===== src/rtl/event_readout_pkg.sv =====
// rtl/event_readout_pkg.sv - shared constants and types for the event readout path
package event_readout_pkg;

  localparam logic [7:0]  CMD_STATUS    = 8'h01;
  localparam logic [7:0]  CMD_EVENT     = 8'h02;
  localparam logic [15:0] EMPTY_WORD    = 16'hFFFF;
  localparam int          WORDS_PER_EVT = 3;

  typedef enum logic [2:0] {
    IDLE,
    CMD,
    FETCH,
    SHIFT,
    DONE
  } state_t;

  // Where the word being loaded into the shift register comes from
  typedef enum logic [1:0] {
    RESP_FILL,
    RESP_RAM,
    RESP_EMPTY
  } resp_t;

endpackage


===== src/rtl/spi_pin_sync.sv =====
// rtl/spi_pin_sync.sv - 2-flop synchroniser for SCK/SS/MOSI with SCK and SS edge strobes
module spi_pin_sync (
  input  logic clk_i,
  input  logic rst_i,
  input  logic sck_i,
  input  logic ss_n_i,
  input  logic mosi_i,
  output logic mosi_o,
  output logic sck_rise_o,
  output logic sck_fall_o,
  output logic ss_rise_o,
  output logic ss_fall_o
);

  // bit 0 = SCK, bit 1 = SS_N, bit 2 = MOSI; SS resets high so no false select
  logic [2:0] r_meta;
  logic [2:0] r_sync;
  logic [1:0] r_prev;

  always_ff @(posedge clk_i) begin
    if (rst_i) begin
      r_meta <= 3'b010;
      r_sync <= 3'b010;
      r_prev <= 2'b10;
    end else begin
      r_meta <= {mosi_i, ss_n_i, sck_i};
      r_sync <= r_meta;
      r_prev <= r_sync[1:0];
    end
  end

  assign mosi_o     = r_sync[2];
  assign sck_rise_o =  r_sync[0] & ~r_prev[0];
  assign sck_fall_o = ~r_sync[0] &  r_prev[0];
  assign ss_rise_o  =  r_sync[1] & ~r_prev[1];
  assign ss_fall_o  = ~r_sync[1] &  r_prev[1];

endmodule


===== src/rtl/event_spi_reader.sv =====
// rtl/event_spi_reader.sv - SPI mode-0 responder that drains event records from the event RAM
module event_spi_reader #(
  parameter int EVT_AW        = 8,
  parameter int WORD_W        = 16,
  parameter int WORDS_PER_EVT = 3
) (
  input  logic              clk_i,
  input  logic              rst_i,
  input  logic              spi_sck_i,
  input  logic              spi_ss_n_i,
  input  logic              spi_mosi_i,
  output logic              spi_miso_o,
  input  logic [EVT_AW-1:0] wr_evt_ptr_i,
  output logic [EVT_AW-1:0] rd_evt_ptr_o,
  output logic [EVT_AW+1:0] ram_rd_addr_o,
  input  logic [WORD_W-1:0] ram_rd_data_i,
  output logic              pop_o,
  output logic              busy_o
);

  import event_readout_pkg::*;

  localparam int AW  = EVT_AW + 2;
  localparam int BCW = $clog2(WORD_W);
  localparam int WCW = $clog2(WORDS_PER_EVT + 1);

  state_t            r_state, w_state_nxt;
  resp_t             r_resp;
  logic [BCW-1:0]    r_bit_cnt;
  logic [6:0]        r_cmd;
  logic [WORD_W-1:0] r_shift;
  logic              r_miso;
  logic              r_pop;
  logic              r_fetch_wait;
  logic [EVT_AW-1:0] r_rd_ptr;
  logic [EVT_AW-1:0] r_fill;
  logic [AW-1:0]     r_ram_addr;
  logic [AW-1:0]     r_base;
  logic [WCW-1:0]    r_word_idx;
  logic [WCW-1:0]    r_word_last;

  logic              w_mosi;
  logic              w_sck_rise;
  logic              w_sck_fall;
  logic              w_ss_rise;
  logic              w_ss_fall;
  logic [7:0]        w_cmd_byte;
  logic              w_cmd_done;
  logic              w_word_done;
  logic              w_last_word;
  logic [WCW-1:0]    w_word_nxt;
  logic [EVT_AW-1:0] w_fill;
  logic [AW-1:0]     w_base;
  logic [WORD_W-1:0] w_resp_word;

  spi_pin_sync u_pin_sync (
    .clk_i      (clk_i),
    .rst_i      (rst_i),
    .sck_i      (spi_sck_i),
    .ss_n_i     (spi_ss_n_i),
    .mosi_i     (spi_mosi_i),
    .mosi_o     (w_mosi),
    .sck_rise_o (w_sck_rise),
    .sck_fall_o (w_sck_fall),
    .ss_rise_o  (w_ss_rise),
    .ss_fall_o  (w_ss_fall)
  );

  assign w_cmd_byte  = {r_cmd, w_mosi};
  assign w_cmd_done  = (r_bit_cnt == BCW'(7));
  assign w_word_done = (r_bit_cnt == BCW'(WORD_W - 1));
  assign w_last_word = (r_word_idx == r_word_last);
  assign w_word_nxt  = r_word_idx + 1'b1;
  assign w_fill      = wr_evt_ptr_i - r_rd_ptr;
  // rd*3 widened first so the top record index never overflows
  assign w_base      = (AW'(r_rd_ptr) << 1) + AW'(r_rd_ptr);

  always_comb begin
    w_resp_word = WORD_W'(EMPTY_WORD);
    case (r_resp)
      RESP_FILL:  w_resp_word = WORD_W'(r_fill);
      RESP_RAM:   w_resp_word = ram_rd_data_i;
      default:    w_resp_word = WORD_W'(EMPTY_WORD);
    endcase
  end

  always_comb begin
    w_state_nxt = r_state;
    case (r_state)
      IDLE:  if (w_ss_fall) w_state_nxt = CMD;
      CMD: begin
        if (w_sck_rise && w_cmd_done) begin
          if (w_cmd_byte == CMD_STATUS || w_cmd_byte == CMD_EVENT) w_state_nxt = FETCH;
          else                                                     w_state_nxt = DONE;
        end
      end
      FETCH: if (r_fetch_wait) w_state_nxt = SHIFT;
      SHIFT: begin
        if (w_sck_rise && w_word_done) w_state_nxt = w_last_word ? DONE : FETCH;
      end
      DONE:    w_state_nxt = DONE;
      default: w_state_nxt = IDLE;
    endcase
    if (w_ss_rise) w_state_nxt = IDLE;
  end

  always_ff @(posedge clk_i) begin
    if (rst_i) begin
      r_state      <= IDLE;
      r_resp       <= RESP_FILL;
      r_bit_cnt    <= '0;
      r_cmd        <= '0;
      r_shift      <= '0;
      r_miso       <= 1'b1;
      r_pop        <= 1'b0;
      r_fetch_wait <= 1'b0;
      r_rd_ptr     <= '0;
      r_fill       <= '0;
      r_ram_addr   <= '0;
      r_base       <= '0;
      r_word_idx   <= '0;
      r_word_last  <= '0;
    end else begin
      r_state <= w_state_nxt;
      r_pop   <= 1'b0;
      if (w_ss_rise) begin
        r_miso       <= 1'b1;
        r_fetch_wait <= 1'b0;
      end else begin
        case (r_state)
          IDLE: begin
            r_miso <= 1'b1;
            if (w_ss_fall) r_bit_cnt <= '0;
          end
          CMD: begin
            if (w_sck_rise) begin
              r_cmd     <= w_cmd_byte[6:0];
              r_bit_cnt <= r_bit_cnt + 1'b1;
              if (w_cmd_done) begin
                // writer pointer is captured here only, so late writes cannot skew the reply
                r_bit_cnt    <= '0;
                r_word_idx   <= '0;
                r_fetch_wait <= 1'b0;
                r_fill       <= w_fill;
                r_base       <= w_base;
                if (w_cmd_byte == CMD_EVENT) begin
                  r_word_last <= WCW'(WORDS_PER_EVT - 1);
                  if (w_fill == '0) begin
                    r_resp <= RESP_EMPTY;
                  end else begin
                    r_resp     <= RESP_RAM;
                    r_ram_addr <= w_base;
                  end
                end else begin
                  r_word_last <= '0;
                  r_resp      <= RESP_FILL;
                end
              end
            end
          end
          FETCH: begin
            // first cycle lets the RAM register the address, second captures its data
            if (r_fetch_wait) begin
              r_fetch_wait <= 1'b0;
              r_shift      <= w_resp_word;
            end else begin
              r_fetch_wait <= 1'b1;
            end
          end
          SHIFT: begin
            if (w_sck_fall) begin
              r_miso  <= r_shift[WORD_W-1];
              r_shift <= {r_shift[WORD_W-2:0], 1'b0};
            end
            if (w_sck_rise) begin
              r_bit_cnt <= r_bit_cnt + 1'b1;
              if (w_word_done) begin
                r_bit_cnt <= '0;
                if (w_last_word) begin
                  if (r_resp == RESP_RAM) begin
                    r_pop    <= 1'b1;
                    r_rd_ptr <= r_rd_ptr + 1'b1;
                  end
                end else begin
                  r_word_idx <= w_word_nxt;
                  if (r_resp == RESP_RAM) r_ram_addr <= r_base + AW'(w_word_nxt);
                end
              end
            end
          end
          DONE: begin
            if (w_sck_fall) r_miso <= 1'b1;
          end
          default: r_miso <= 1'b1;
        endcase
      end
    end
  end

  assign spi_miso_o    = r_miso;
  assign rd_evt_ptr_o  = r_rd_ptr;
  assign ram_rd_addr_o = r_ram_addr;
  assign pop_o         = r_pop;
  assign busy_o        = (r_state != IDLE);

endmodule


===== config.mk =====
export PLATFORM = sky130hd
export DESIGN_NAME = event_spi_reader
export DESIGN_NICKNAME = d
export VERILOG_FILES = /design/src/rtl/event_readout_pkg.sv /design/src/rtl/spi_pin_sync.sv /design/src/rtl/event_spi_reader.sv
export SDC_FILE = /design/constraint.sdc
export NUM_CORES = 1
export LEC_CHECK = 0
export CORE_ASPECT_RATIO = 1.1
export CORE_UTILIZATION = 51
export DETAILED_ROUTE_END_ITERATION = 7
export GPL_ROUTABILITY_DRIVEN = 0
export GPL_TIMING_DRIVEN = 0
export PLACE_DENSITY_LB_ADDON = 0.1
export SLEW_MARGIN = 25
export SYNTH_ARGS = -nofsm -noshare
export SYNTH_HDL_FRONTEND = slang
export SYNTH_SLANG_ARGS = --single-unit

===== constraint.sdc =====
create_clock -name clk_i -period 2.47 [get_ports clk_i]
set_input_delay 0.3705 -clock clk_i [delete_from_list [all_inputs] [get_ports clk_i]]
set_output_delay 0.3705 -clock clk_i [all_outputs]
set_load 0.1 [all_outputs]

==> impl_metrics.csv <==
group,metric,value,unit
final_layout,antenna_cells,0,
place,hpwl,8780,um
critical_path,endpoint_kind,"register",
logic_synthesis,netlist_instances,563,
global_route,grt_max_degree,15,
timing,clock_skew,14.5,ps
detailed_routing,viasPerCell,5.70,
final_layout,fin_cells,753,
timing,rsz0062_at_grt,"true",
pwr,p_per_area,462,nW/um^2
critical_path,reg2reg_depth,10,
timing,maxSlewViolCount,0,
clock_network,root_buffer,"clkbuf_8",
timing,timing.final.setup_violations,10,
detailed_routing,drt_pass1_iterations,5,
clock_network,clock_latency,370,ps
critical_path,required,2720,ps
critical_path,ff2ff_setup_slack,-130,ps
timing,worst_pin_slew,977,ps
critical_path,worstPathArrival,2860,ps
logic_synthesis,synth_cell_types,63,
clock_network,clkTransAtPathRegs,90,ps
timing,fmax,384,MHz
timing,hold_viol_final,0,
logic_synthesis,yosysTopAreaCellShare,0.353,
timing,relSlewSlack,0.346,
detailed_routing,vias,4295,
logic_synthesis,synth_compound_area_frac,0.185,
clock_network,htreeDepth,3,
logic_synthesis,ys_ff_latch,82,
global_route,track_usage,0.270,
clock_network,cts_tree,"yes",
timing,min_period_over_period,1.05,
global_route,antenna_found_initial,0,
detailed_routing,first_iter_violations,163,
detailed_routing,post-route-drc-count,0,
logic_synthesis,synth_top_cell_by_area,"dfxtp_1",
place,place_inst,726,
logic_synthesis,synth_warnings,0,
detailed_routing,routed_wl,12100,um
pwr,ir_drop,0.267,mV
logic_synthesis,syn_area,4650,um^2
min_path,hold_class,"register to register",
floorplanning,io_pins,50,
outcome,status,"complete, but fails checks",
clock_network,cts_hold_buf,0,
pwr,finalPower,0.00263,W
final_layout,drive_gt1_frac,0.117,
run,drv_cap,0,
floorplanning,dieArea,9500,um^2
logic_synthesis,synth-simple-area-share,0.234,
timing,setup_ws,-135,ps
global_route,grt_pass1_vias,4171,
logic_synthesis,synth_top_family_by_area,"simple AND/OR/NAND/NOR gates",
final_layout,synthToLayoutAreaGrowth,22.6,%
logic_synthesis,synth_ff_type,"dfxtp_1",
detailed_routing,routedWlPerCell,16.1,um
logic_synthesis,synthMuxAreaShare,0.0673,
timing,min_period,2600,ps
critical_path,critical_path_class,"register to register",
final_layout,layout_common_cells,"nand2_1, dfxtp_1, a21oi_1",
final_layout,final_common_cell,"nand2_1",
floorplanning,rows,36,
final_layout,finalNetCount,685,
floorplanning,die_x,93.0,um
critical_path,crit_fanout,7,
logic_synthesis,synthAdderAreaFrac,0.0641,
global_route,overflow,0,
place,io_buffers,49,
critical_path,startpoint_type,"register",
pwr,p_leak,2.23,nW
clock_network,cts_buffer_depth,2,
logic_synthesis,synth-edff-count,0,
logic_synthesis,synthXorXnorAreaFrac,0.0471,
floorplanning,fp.dieH,102,um
logic_synthesis,postSynthAreaPerCell,8.26,um^2
logic_synthesis,async_flop_share,0,
logic_synthesis,seq_area_frac_synth,0.353,
floorplanning,start_util,0.524,
outcome,violations,"negative setup slack",
clock_network,cts_buffers,9,
detailed_routing,final_antenna_net_count,0,
logic_synthesis,yosys-top-cells-area,"dfxtp_1, a21oi_1, nand2_1",
min_path,hold_depth,1,
final_layout,fin_util,0.642,
timing,finalSetupTns,-986,ps
global_route,grt_pass1_wl,20000,um
logic_synthesis,syn_nets,614,
floorplanning,core_area,8870,um^2
clock_network,cts_num_sinks,82,
timing,fin_hold_ws,416,ps
==> layer usage <==
| layer | vias up | track usage | routed length (um) |
|---|---|---|---|
| met2 | 124 | 0.476 | 5840 |
| met4 | 0 | 0.114 | 299 |
| li1 | 2125 | - | - |
| met5 | - | 0 | 0 |
| met3 | 26 | 0.0283 | 600 |
| met1 | 2020 | 0.338 | 5360 |
==> flip-flops by register name, indices dropped and copies added (netlist names), 2 cells and up <==
signal             count
r_cmd                  7
u_pin_sync.r_sync      3
r_resp                 2
r_base                10
r_word_idx             2
r_shift               16
r_state                3
u_pin_sync.r_prev      2
ram_rd_addr_o         10
r_bit_cnt              4
u_pin_sync.r_meta      3
r_fill                 8
rd_evt_ptr_o           8
==> critical path, cell delays in order (launching register included) <==
cell and delay [ps]:
dfxtp_4 380, ha_4 130, inv_2 30, fa_2 350, nand3_2 90, a21bo_1 160
or4b_4 470, o311a_4 160, a41o_1 270, buf_6 150, mux2_4 290
==> area by class of cell <==
cell class | instances | area (um^2)
Multi-Input combinational cell | 428 | 2860
Sequential cell | 82 | 1670
Clock inverter | 7 | 93.8
Buffer | 35 | 161
Fill cell | 767 | 3180
Inverter | 18 | 70.1
Clock buffer | 9 | 124
Timing Repair Buffer | 60 | 576
Tap cell | 114 | 143
==> through the flow <==
step,setup slack [ps],area (um^2)
floorplan,-103,4690
global placement,-611,5330
detailed placement,-631,5330
CTS,-89.9,5660
global route,-211,5700
finish,-135,5700
==> final timing paths <==
path	start	endpoint
setup / recovery	rd_evt_ptr_o[0]	ram_rd_addr_o[4]
hold / removal	u_pin_sync.r_meta[1]	u_pin_sync.r_sync[1]
setup reg to reg	rd_evt_ptr_o[0]	ram_rd_addr_o[4]
hold reg to reg	u_pin_sync.r_meta[1]	u_pin_sync.r_sync[1]
==> what timing repair did <==
action,4_1_cts,5_1_grt
buffers inserted,10,1
endpoints found under the setup margin,13,13
pin swaps,3,4
gates resized for setup,15,8
==> cells in the mapped netlist (2+ instances only) <==
cell / n
nor4_1: 5
fa_1: 3
buf_6: 2
or4_1: 4
nor2_1: 48
xnor2_1: 14
or3_1: 6
buf_2: 6
ha_1: 19
mux2_4: 4
nand2_1: 80
xor2_1: 11
a21o_1: 6
o221ai_1: 7
a31oi_1: 2
a21oi_1: 60
mux2_2: 2
dfxtp_1: 82
clkbuf_1: 23
a211o_1: 4
buf_4: 2
a211oi_1: 8
o31ai_1: 2
nand2b_1: 6
nand3b_1: 3
inv_1: 18
nor3_1: 9
nand4_1: 9
or2_2: 4
and2_1: 4
o21ai_0: 13
o211ai_1: 12
nor2b_1: 14
o22ai_1: 3
nand3_1: 12
o21a_1: 5
mux2i_1: 23
buf_1: 2
and2b_1: 2
==> power by group <==
part | switching, W | internal [W] | total (W) | leakage, nW
Sequential | 0.00000525 | 0.00132 | 0.00133 | 0.668
Clock | 0.000516 | 0.000567 | 0.00108 | 0.107
Combinational | 0.000121 | 0.000103 | 0.000224 | 1.45
==> cell families (layout without fill, tap and decap cells) <==
logic type               Yosys count  after routing
multiplexers                      29             29
flip-flops                        82             82
AO/OA/AOI/OAI                    134            134
buffers and inverters             53            129
AND/OR/NAND/NOR                  218            218
XOR/XNOR                          25             25
adder cells (fa/ha/maj)           22             22
Power figures use the tool's default switching activity.
